**src/rtl/tmds_encoder_8b10b_if.sv**
```systemverilog
// rtl/tmds_encoder_8b10b_if.sv - per-channel TMDS encoder input/output bundle
//
// Purpose: groups the period mode, payload inputs and the encoded codeword
//          of one TMDS lane so the encoder and its source share one port.
// Signals:
//   mode_i  [1:0]  period: 00 control, 01 video, 10 data island, 11 guard band
//   dat_i   [7:0]  pixel byte (video period)
//   ctrl_i  [1:0]  {C1,C0} control bits (control period)
//   aux_i   [3:0]  TERC4 nibble (data island period)
//   tmds_o  [9:0]  registered codeword, bit 0 serialized first
// Modports:
//   master  pixel source side (drives mode/dat/ctrl/aux, reads tmds_o)
//   slave   encoder side (reads mode/dat/ctrl/aux, drives tmds_o)

interface tmds_encoder_8b10b_if;
    logic [1:0] mode_i;
    logic [7:0] dat_i;
    logic [1:0] ctrl_i;
    logic [3:0] aux_i;
    logic [9:0] tmds_o;

    modport master (
        output mode_i,
        output dat_i,
        output ctrl_i,
        output aux_i,
        input  tmds_o
    );

    modport slave (
        input  mode_i,
        input  dat_i,
        input  ctrl_i,
        input  aux_i,
        output tmds_o
    );
endinterface

```
**src/rtl/tmds_encoder_8b10b.sv**
```systemverilog
// rtl/tmds_encoder_8b10b.sv - two-stage DC-balanced TMDS encoder for one lane
//
// Purpose: turns pixel bytes, control bits, TERC4 nibbles and guard bands
//          into 10-bit TMDS codewords, one per pixel clock, fixed 2-cycle
//          latency, feeding the 10:1 serializer directly.
// Parameters:
//   CHANNEL  lane index 0..2; lane 1 uses guard code 10'h133, others 10'h2CC
// Ports:
//   ref_clk_i  pixel clock, all state on its rising edge
//   rst_n      asynchronous active-low reset
//   bus        tmds_encoder_8b10b_if.slave (mode_i, dat_i, ctrl_i, aux_i, tmds_o)
// Configuration:
//   HDMI_TERC4_EN  when defined, mode 10 emits TERC4(aux_i); otherwise mode 10
//                  is encoded as a control period and aux_i is ignored.

module tmds_encoder_8b10b #(
    parameter int CHANNEL = 0
) (
    input  logic                  ref_clk_i,
    input  logic                  rst_n,
    tmds_encoder_8b10b_if.slave   bus
);

    localparam logic [1:0] MODE_CTRL  = 2'b00;
    localparam logic [1:0] MODE_VIDEO = 2'b01;
    localparam logic [1:0] MODE_ISLE  = 2'b10;
    localparam logic [1:0] MODE_GUARD = 2'b11;

    localparam logic [9:0] GUARD_CODE = (CHANNEL == 1) ? 10'h133 : 10'h2CC;
    localparam logic [9:0] RESET_CODE = 10'h354;

    function automatic logic [3:0] popcount8(input logic [7:0] v);
        logic [3:0] n;
        n = 4'd0;
        for (int i = 0; i < 8; i++) begin
            n = n + {3'b000, v[i]};
        end
        return n;
    endfunction

    function automatic logic [9:0] ctrl_code(input logic [1:0] c);
        logic [9:0] w;
        case (c)
            2'b00:   w = 10'h354;
            2'b01:   w = 10'h0AB;
            2'b10:   w = 10'h154;
            default: w = 10'h2AB;
        endcase
        return w;
    endfunction

`ifdef HDMI_TERC4_EN
    function automatic logic [9:0] terc4_code(input logic [3:0] a);
        logic [9:0] w;
        case (a)
            4'h0:    w = 10'h29C;
            4'h1:    w = 10'h263;
            4'h2:    w = 10'h2E4;
            4'h3:    w = 10'h2E2;
            4'h4:    w = 10'h171;
            4'h5:    w = 10'h11E;
            4'h6:    w = 10'h18E;
            4'h7:    w = 10'h13C;
            4'h8:    w = 10'h2CC;
            4'h9:    w = 10'h139;
            4'hA:    w = 10'h19C;
            4'hB:    w = 10'h2C6;
            4'hC:    w = 10'h28E;
            4'hD:    w = 10'h271;
            4'hE:    w = 10'h163;
            default: w = 10'h2C3;
        endcase
        return w;
    endfunction
`endif

    // Stage-1 registers
    logic [8:0]        r_q_m;
    logic [1:0]        r_mode;
    logic [1:0]        r_ctrl;
`ifdef HDMI_TERC4_EN
    logic [3:0]        r_aux;
`endif

    // Stage-2 registers
    logic [9:0]        r_tmds;
    logic signed [4:0] r_cnt;

    // Stage-1 combinational
    logic [3:0]        w_n1d;
    logic              w_use_xnor;
    logic [8:0]        w_q_m;

    // Stage-2 combinational
    logic [3:0]        w_n1;
    logic signed [4:0] w_diff;
    logic              w_q8;
    logic [9:0]        w_tmds;
    logic signed [4:0] w_cnt_next;

    // Transition minimisation: XNOR chain for byte-heavy-in-ones inputs so the
    // intermediate word has fewer transitions; q_m[8] records which chain ran.
    always_comb begin
        logic [8:0] v_q;
        w_n1d      = popcount8(bus.dat_i);
        w_use_xnor = (w_n1d > 4'd4) || ((w_n1d == 4'd4) && !bus.dat_i[0]);
        v_q        = '0;
        v_q[0]     = bus.dat_i[0];
        for (int i = 1; i < 8; i++) begin
            v_q[i] = w_use_xnor ? ~(v_q[i-1] ^ bus.dat_i[i])
                                :  (v_q[i-1] ^ bus.dat_i[i]);
        end
        v_q[8]     = ~w_use_xnor;
        w_q_m      = v_q;
    end

    // w_diff = n1 - n0 of q_m[7:0] = 2*n1 - 8; 5-bit wrap keeps +8 correct.
    always_comb begin
        w_n1   = popcount8(r_q_m[7:0]);
        w_diff = $signed({w_n1, 1'b0}) - 5'sd8;
        w_q8   = r_q_m[8];
    end

    // DC balancing and period selection. Every non-video period clears the
    // running disparity so the next video word starts balanced.
    always_comb begin
        w_tmds     = ctrl_code(r_ctrl);
        w_cnt_next = 5'sd0;
        case (r_mode)
            MODE_VIDEO: begin
                if ((r_cnt == 5'sd0) || (w_diff == 5'sd0)) begin
                    w_tmds     = {~w_q8, w_q8, (w_q8 ? r_q_m[7:0] : ~r_q_m[7:0])};
                    w_cnt_next = w_q8 ? (r_cnt + w_diff) : (r_cnt - w_diff);
                end else if (((r_cnt > 5'sd0) && (w_diff > 5'sd0)) ||
                             ((r_cnt < 5'sd0) && (w_diff < 5'sd0))) begin
                    w_tmds     = {1'b1, w_q8, ~r_q_m[7:0]};
                    w_cnt_next = r_cnt + (w_q8 ? 5'sd2 : 5'sd0) - w_diff;
                end else begin
                    w_tmds     = {1'b0, w_q8, r_q_m[7:0]};
                    w_cnt_next = r_cnt + w_diff - (w_q8 ? 5'sd0 : 5'sd2);
                end
            end
            MODE_ISLE: begin
`ifdef HDMI_TERC4_EN
                w_tmds = terc4_code(r_aux);
`else
                w_tmds = ctrl_code(r_ctrl);
`endif
            end
            MODE_GUARD: begin
                w_tmds = GUARD_CODE;
            end
            default: begin
                w_tmds = ctrl_code(r_ctrl);
            end
        endcase
    end

    always_ff @(posedge ref_clk_i or negedge rst_n) begin
        if (!rst_n) begin
            r_q_m  <= '0;
            r_mode <= MODE_CTRL;
            r_ctrl <= 2'b00;
`ifdef HDMI_TERC4_EN
            r_aux  <= 4'h0;
`endif
            r_tmds <= RESET_CODE;
            r_cnt  <= 5'sd0;
        end else begin
            r_q_m  <= w_q_m;
            r_mode <= bus.mode_i;
            r_ctrl <= bus.ctrl_i;
`ifdef HDMI_TERC4_EN
            r_aux  <= bus.aux_i;
`endif
            r_tmds <= w_tmds;
            r_cnt  <= w_cnt_next;
        end
    end

    assign bus.tmds_o = r_tmds;

endmodule
```
**src/flat_wrapper.sv**
```systemverilog
// flat-port wrapper written by rule: the top's interface ports become plain ports
module tmds_encoder_8b10b_flat 
#(
    parameter int CHANNEL = 0
)
  (ref_clk_i, rst_n, bus_mode_i, bus_dat_i, bus_ctrl_i, bus_aux_i, bus_tmds_o);
  tmds_encoder_8b10b_if bus_i ();
  input  logic ref_clk_i;
  input  logic rst_n;
  input wire logic [$bits(bus_i.mode_i)-1:0] bus_mode_i;
  input wire logic [$bits(bus_i.dat_i)-1:0] bus_dat_i;
  input wire logic [$bits(bus_i.ctrl_i)-1:0] bus_ctrl_i;
  input wire logic [$bits(bus_i.aux_i)-1:0] bus_aux_i;
  output wire logic [$bits(bus_i.tmds_o)-1:0] bus_tmds_o;
  assign bus_i.mode_i = bus_mode_i;
  assign bus_i.dat_i = bus_dat_i;
  assign bus_i.ctrl_i = bus_ctrl_i;
  assign bus_i.aux_i = bus_aux_i;
  assign bus_tmds_o = bus_i.tmds_o;
  tmds_encoder_8b10b #(.CHANNEL(CHANNEL)) u_core (.ref_clk_i(ref_clk_i), .rst_n(rst_n), .bus(bus_i));
endmodule
```
**config.mk**
```make
export PLATFORM = sky130hd
export DESIGN_NAME = tmds_encoder_8b10b_flat
export DESIGN_NICKNAME = d
export VERILOG_FILES = /design/src/rtl/tmds_encoder_8b10b_if.sv /design/src/rtl/tmds_encoder_8b10b.sv /design/src/flat_wrapper.sv
export SDC_FILE = /design/constraint.sdc
export NUM_CORES = 1
export LEC_CHECK = 0
export ABC_CLOCK_PERIOD_IN_PS = 7000
export CAP_MARGIN = 15
export CORE_ASPECT_RATIO = 1.1
export CORE_MARGIN = 2
export CORE_UTILIZATION = 40
export DETAILED_ROUTE_END_ITERATION = 6
export PLACE_DENSITY = 0.59
export SYNTH_ARGS = -nofsm -noshare
export SYNTH_HDL_FRONTEND = slang
export SYNTH_SLANG_ARGS = --single-unit
```
**constraint.sdc**
```tcl
create_clock -name ref_clk_i -period 7 [get_ports ref_clk_i]
set_input_delay 0.7 -clock ref_clk_i [delete_from_list [all_inputs] [get_ports ref_clk_i]]
set_output_delay 0.7 -clock ref_clk_i [all_outputs]
set_load 0.1 [all_outputs]
```
==> key figures <==
Synth
  • Most used DFF post-synth: dfrtp_1
  • Synth top area share: 28.0%
  • Yosys warns: 0
  • Post-synth ARST share: 100%
  • Most numerous cell in the Yosys netlist: inv_1
  • Synth top cells by count: inv_1 (33), ha_1 (23), dfrtp_1 (22), xnor2_1 (20), fa_1 (13)
  • Yosys cell types: 30
  • Top cells by area, synth: dfrtp_1 (28%), ha_1 (15%), fa_1 (13%)
  • Mapped Cells: 180
  • Syn Nets: 234
  • Syn Std Cell Area: 1970 um2
  • Avg Cell Area, Syn: 10.9 um2
  • Synth area leader: dfrtp_1
  • Post-synth EDFFs: 0
  • Yosys reg bits: 27
  • Sequential share of the synthesized area: 34.7%

Clock tree
  • Clock slew at reported path FFs: 0.09 ns
  • Clk_lat worst skew: 0.27 ns
  • Clock root buffer: clkbuf_8
  • Clock sink total: 27
  • Num CTS Buffers: 3
  • Clock Path Buffers: 2
  • TritonCTS clock tree: built
  • CTS resizes: 0
  • Post-CTS setup buffers: 0
  • H-tree Lvls: 1
  • CTS Hold Buffers Added: 0

Route
  • Wire per inst: 13.1 um
  • DR vias: 1,299
  • Post-route antenna net violation count: 0
  • DR pass1 iterations: 4
  • Starting DRC count in detailed routing: 45
  • DRC Markers: 0
  • Total wire length: 3470 um
  • DR vias/cell: 4.92

STA
  • Worst Tran Pin Value: 0.971 ns
  • Min Clock Period, post-route: 4.57 ns
  • Fin. max-slew vios: 0
  • Slew HR: 35.0%
  • Max frequency: 219 MHz
  • Final WS setup: 2.43 ns
  • Final Cycle Share: 65.4%
  • RSZ-0062 raised after global routing: no
  • Final setup vio count: 0
  • TNS Setup: 0 ns
  • Skew final: 0.00801 ns
  • Hold Violations, Final: 0

Finish
  • Final core occ: 49.6%
  • Nets@finish: 263
  • Share of layout cells above drive strength 1: 6.73%
  • Area Overhead vs Synth: 18.1%
  • Ant diodes: 0
  • Final non-filler cell total: 264

GRT
  • Total gr overflow: 0
  • First-pass GRT wire length: 5990 um
  • All-Layer GR Usage: 13.5%
  • Largest net degree at the start of global routing: 28
  • Vias in the first global route: 1,420
  • Antenna violations before repair: 0

Placement
  • I/O Buffers: 23
  • Placed Cells: 260
  • Post-detail-place hpwl: 3030 um
  • GP Congestion: 0.809
  • Pre-CTS WS: 2.28 ns

Setup path
  • Crit end category: flop
  • Kind of critical path: reg2reg
  • Worst Path Arrival: 4.71 ns
  • Crit-path max FO: 4
  • Type of origin of the critical path: flop
  • CP required: 7.13 ns

Status
  • Status: finished clean

Die
  • IO Count: 28
  • Die X: 70.8 um
  • Row count: 26
  • Die height: 77.5 um
  • Initial core utilization: 42.0%
  • Core ar.: 4680 um2
  • Die ar.: 5490 um2

Hold path
  • Worst hold path class: reg2reg

Flow run
  • Max-cap violation count: 0
-- final cells by class --
cell class	instances	area, um2
clock buffer	3	41.3
tap	56	70.1
timing repair buffer	24	238
sequential	27	682
clock inverter	1	7.51
fill	445	2360
inverter	33	124
multi-input combinational	120	1160
-- worst paths after layout --
| kind | startpoint | cells past startpoint | slack [ns] | end |
|---|---|---|---|---|
| worst min-delay path | u_core.r_mode[1] | 1 | 0.49 | u_core.bus.tmds_o[8] |
| worst min register to register | u_core.r_mode[1] | 1 | 0.49 | u_core.bus.tmds_o[8] |
| worst max-delay path | u_core.r_q_m[0] | 14 | 2.43 | u_core.r_cnt[3] |
| min in group asynchronous | rst_n | 2 | 0.80 | u_core.bus.tmds_o[3] |
| max in group asynchronous | rst_n | 2 | 5.90 | u_core.bus.tmds_o[2] |
| worst max register to register | u_core.r_q_m[0] | 14 | 2.43 | u_core.r_cnt[3] |
-- layout by cell type, fill, tap and decap left out, types with 2 or more instances in the layout --
master           instances
inv_1                   33
ha_1                    23
clkdlybuf4s50_1         23
dfrtp_1                 22
xnor2_1                 20
fa_1                    13
a21oi_1                 12
nor2_1                   7
o21ai_0                  5
xor2_1                   5
a211oi_1                 5
dfstp_2                  5
o21ai_1                  4
nor3b_1                  3
clkbuf_8                 3
nand3_1                  2
nor3_1                   2
nand2_1                  2
nor2b_1                  2
mux2i_1                  2
o21bai_1                 2
-- kinds of logic (layout without fill, tap and decap cells) --
family                   Yosys count  count (layout)  share of synthesized area, %
AO/OA/AOI/OAI                     33              33                          10.4
XOR/XNOR                          26              26                          12.3
adder cells (fa/ha/maj)           36              36                          27.9
buffers and inverters             33              61                          6.30
flip-flops                        27              27                          34.7
multiplexers                       4               4                          2.74
AND/OR/NAND/NOR                   21              21                          5.73
-- stage by stage --
stage	hold WS, ns	cell area [um2]
floorplan	0.404	1970
global placement	0.470	2270
detailed placement	0.475	2270
CTS	0.489	2320
global route	0.539	2320
finish	0.493	2320
-- worst max-delay path: stages, from the launching register on --
cell and delay [ns]:
dfrtp_1 0.41, ha_1 0.28, inv_1 0.05, fa_1 0.51
fa_1 0.52, fa_1 0.47, fa_1 0.62, inv_1 0.12
ha_1 0.35, inv_1 0.09, fa_1 0.43, xor2_1 0.23
nor2_1 0.06, a211oi_1 0.22, a211oi_1 0.08
-- flip-flops by register name, summed over array words and instances (netlist names) --
signal,flops
u_core.bus.tmds_o,10
u_core.r_q_m,9
u_core.r_mode,2
u_core.r_cnt,4
u_core.r_ctrl,2
-- metal layers --
layer | wire [um] | GRT usage (%) | vias up | share of wire, %
li1 | - | - | 641 | -
met1 | 1460 | 16.7 | 616 | 42
met2 | 1740 | 23.6 | 34 | 50
met3 | 154 | 1.43 | 8 | 4.4
met4 | 108 | 5.85 | 0 | 3.1
met5 | 0 | 0 | - | 0
Power is not shown: default switching activity piles up to over one toggle a cycle in this logic, so the estimate is an artifact.
==> variant, RTL diff (same flow settings) <==
Add a define of `HDMI_TERC4_EN`.
--- a/src/rtl/tmds_encoder_8b10b.sv
+++ b/src/rtl/tmds_encoder_8b10b.sv
@@ -12,6 +12,8 @@
 // Configuration:
 //   HDMI_TERC4_EN  when defined, mode 10 emits TERC4(aux_i); otherwise mode 10
 //                  is encoded as a control period and aux_i is ignored.
+
+`define HDMI_TERC4_EN
 
 module tmds_encoder_8b10b #(
     parameter int CHANNEL = 0
Behaviour: not the same (Yosys sat finds a counterexample within 4 cycles, from zero or initial values and one cycle with rst_n low).
==> variant against the unedited design <==
- global-route usage grew 3.0 points
- critical path depth shrank 1
- sequential cell count grew 4
- area after synthesis grew 26%
- worst setup slack gained 0.099 ns
- largest cell class unchanged
- wire length grew 41%
- synthesized cell count grew 36%
- design area grew 25%
Power is not shown: default switching activity piles up to over one toggle a cycle in this logic, so the estimate is an artifact.
==> variant: results (changes against the unedited design) <==
async_reset_ff_frac: 1.000  # unchanged
grt_pass1_wl_mm: 8.680  # +45%
numCtsBuffers: 5  # +2
antennaDiodeCount: 0  # unchanged
drtPass1Iterations: 4  # unchanged
largest_reg_flops: 10  # unchanged
root_buffer: "clkbuf_8"
crit_path_top_delay_cell: "a2bb2oi_2"
fin_nets: 334  # +27%
fill_cells: 606  # +36%
synth_fa_ha_area_frac: 0.2560  # -0.02275
ys_top_cells_by_area: "dfrtp_1 26%, ha_1 15%, fa_1 10%, xnor2_1 6.4%, dfstp_2 5.3%"
synthMuxAreaShare: 0.01210  # -0.01527
track_usage: 0.1651  # +0.03017
use_met1: 0.2181  # +0.05128
crit_family: "adder cells"
grt_busiest_layer: "met2"
status: "finished, final reports clean"
grt_max_degree: 32  # +14%
clockBufferDepth: 2  # unchanged
worst_slew_pin_slew_ns: 0.9721  # +0.0007555 ns
cp_max_fo: 13  # +9
finalClockSkew_ns: 0.003288  # -0.004720 ns
htreeDepth: 2  # +1
synth_xor_area_frac: 0.09375  # -0.02910
drt_iter0_drc: 77  # +71%
synth_top_family_by_area: "adder cells"
finalHoldViolations: 0  # unchanged
synth_nets: 306  # +31%
r2r_setup_slack_ns: 2.52  # +0.10 ns
dp_hpwl_mm: 3.906  # +29%
grtUsageMet3: 0.03854  # +0.02426
synth_compound_area_frac: 0.1643  # +0.06056
drt_wl_total_mm: 4.897  # +41%
layout-drive-gt1-share: 0.05474  # -0.01256
seq_area_frac_synth: 0.3150  # -0.03189
hold_depth: 1  # unchanged
cpPeakStageDelay_ns: 0.52  # -0.10 ns
synth_flop_cell: "dfrtp_1"
grtUsageMet2: 0.2696  # +0.03320
antenna_found_initial: 0  # unchanged
yosysWarnings: 0  # unchanged
path_clk_slew_ns: 0.06  # -0.03 ns
worstHoldPathType: "flop to flop"
synth.distinct_cells: 42  # +40%
portBuffers: 27  # +17%
clkLatencyLatePin_ns: 0.28
place_congestion: 0.7955  # -1.6%
num_vias: 1779  # +37%
ys_top_cells_by_count: "35 x inv_1, 30 x ha_1, 26 x dfrtp_1"
cts_resized: 0  # unchanged
post_cts_buffers: 0  # unchanged
-- variant: routing by layer --
| metal | wire length (um) | vias up |
|---|---|---|
| li1 | - | 892 |
| met1 | 2282 | 852 |
| met2 | 2415 | 30 |
| met3 | 138 | 5 |
| met4 | 61 | 0 |
| met5 | 0 | - |
-- variant: final cells by class --
cell class              count  share of cell area
flip-flops and latches     31              0.2693
multi-input cells         172              0.5274
repair buffers             28             0.09565
well taps                  80             0.03447
inverters                  35             0.04524
clock inverters             1            0.001723
clock buffers               7             0.02628
-- variant: worst paths after layout --
| kind | start | endpoint |
|---|---|---|
| max | u_core.r_q_m[0] | u_core.bus.tmds_o[7] |
| min | u_core.r_q_m[3] | u_core.bus.tmds_o[3] |
| max reg2reg | u_core.r_q_m[0] | u_core.bus.tmds_o[7] |
| min reg2reg | u_core.r_q_m[3] | u_core.bus.tmds_o[3] |
| max in group asynchronous | rst_n | u_core.bus.tmds_o[2] |
| min in group asynchronous | rst_n | u_core.r_aux[0] |
-- variant: cells by family after synthesis --
logic type,count (synthesis)
compound gates,59
xor+xnor,25
fa+ha+maj,43
buf+inv,42
flops,31
mux,3
simple gates,42
-- variant: metrics by stage --
| stage | worst slack (ns) | cells | util | area, um2 | hold slack, ns |
|---|---|---|---|---|---|
| 2_1_floorplan | 2.964 | 245 | - | 2482 | 0.4044 |
| 3_3_place_gp | 2.433 | 346 | 0.4642 | 2823 | 0.5535 |
| 3_5_place_dp | 2.342 | 346 | 0.4642 | 2823 | 0.5608 |
| 4_1_cts | 2.536 | 354 | 0.4776 | 2904 | 0.5622 |
| 5_1_grt | 2.296 | 354 | 0.4776 | 2904 | 0.5710 |
| 6_report | 2.524 | 354 | 0.4776 | 2904 | 0.5532 |
-- variant: worst reg2reg max path: stages (launching register included) --
cell and delay, ns:
dfrtp_1 0.41, ha_1 0.29, inv_1 0.04, fa_1 0.49, fa_1 0.43, fa_1 0.42
fa_1 0.40, xnor2_1 0.20, ha_1 0.37, ha_1 0.18, nand2b_1 0.12, a2bb2oi_2 0.52
nor4_1 0.11, a311oi_1 0.37
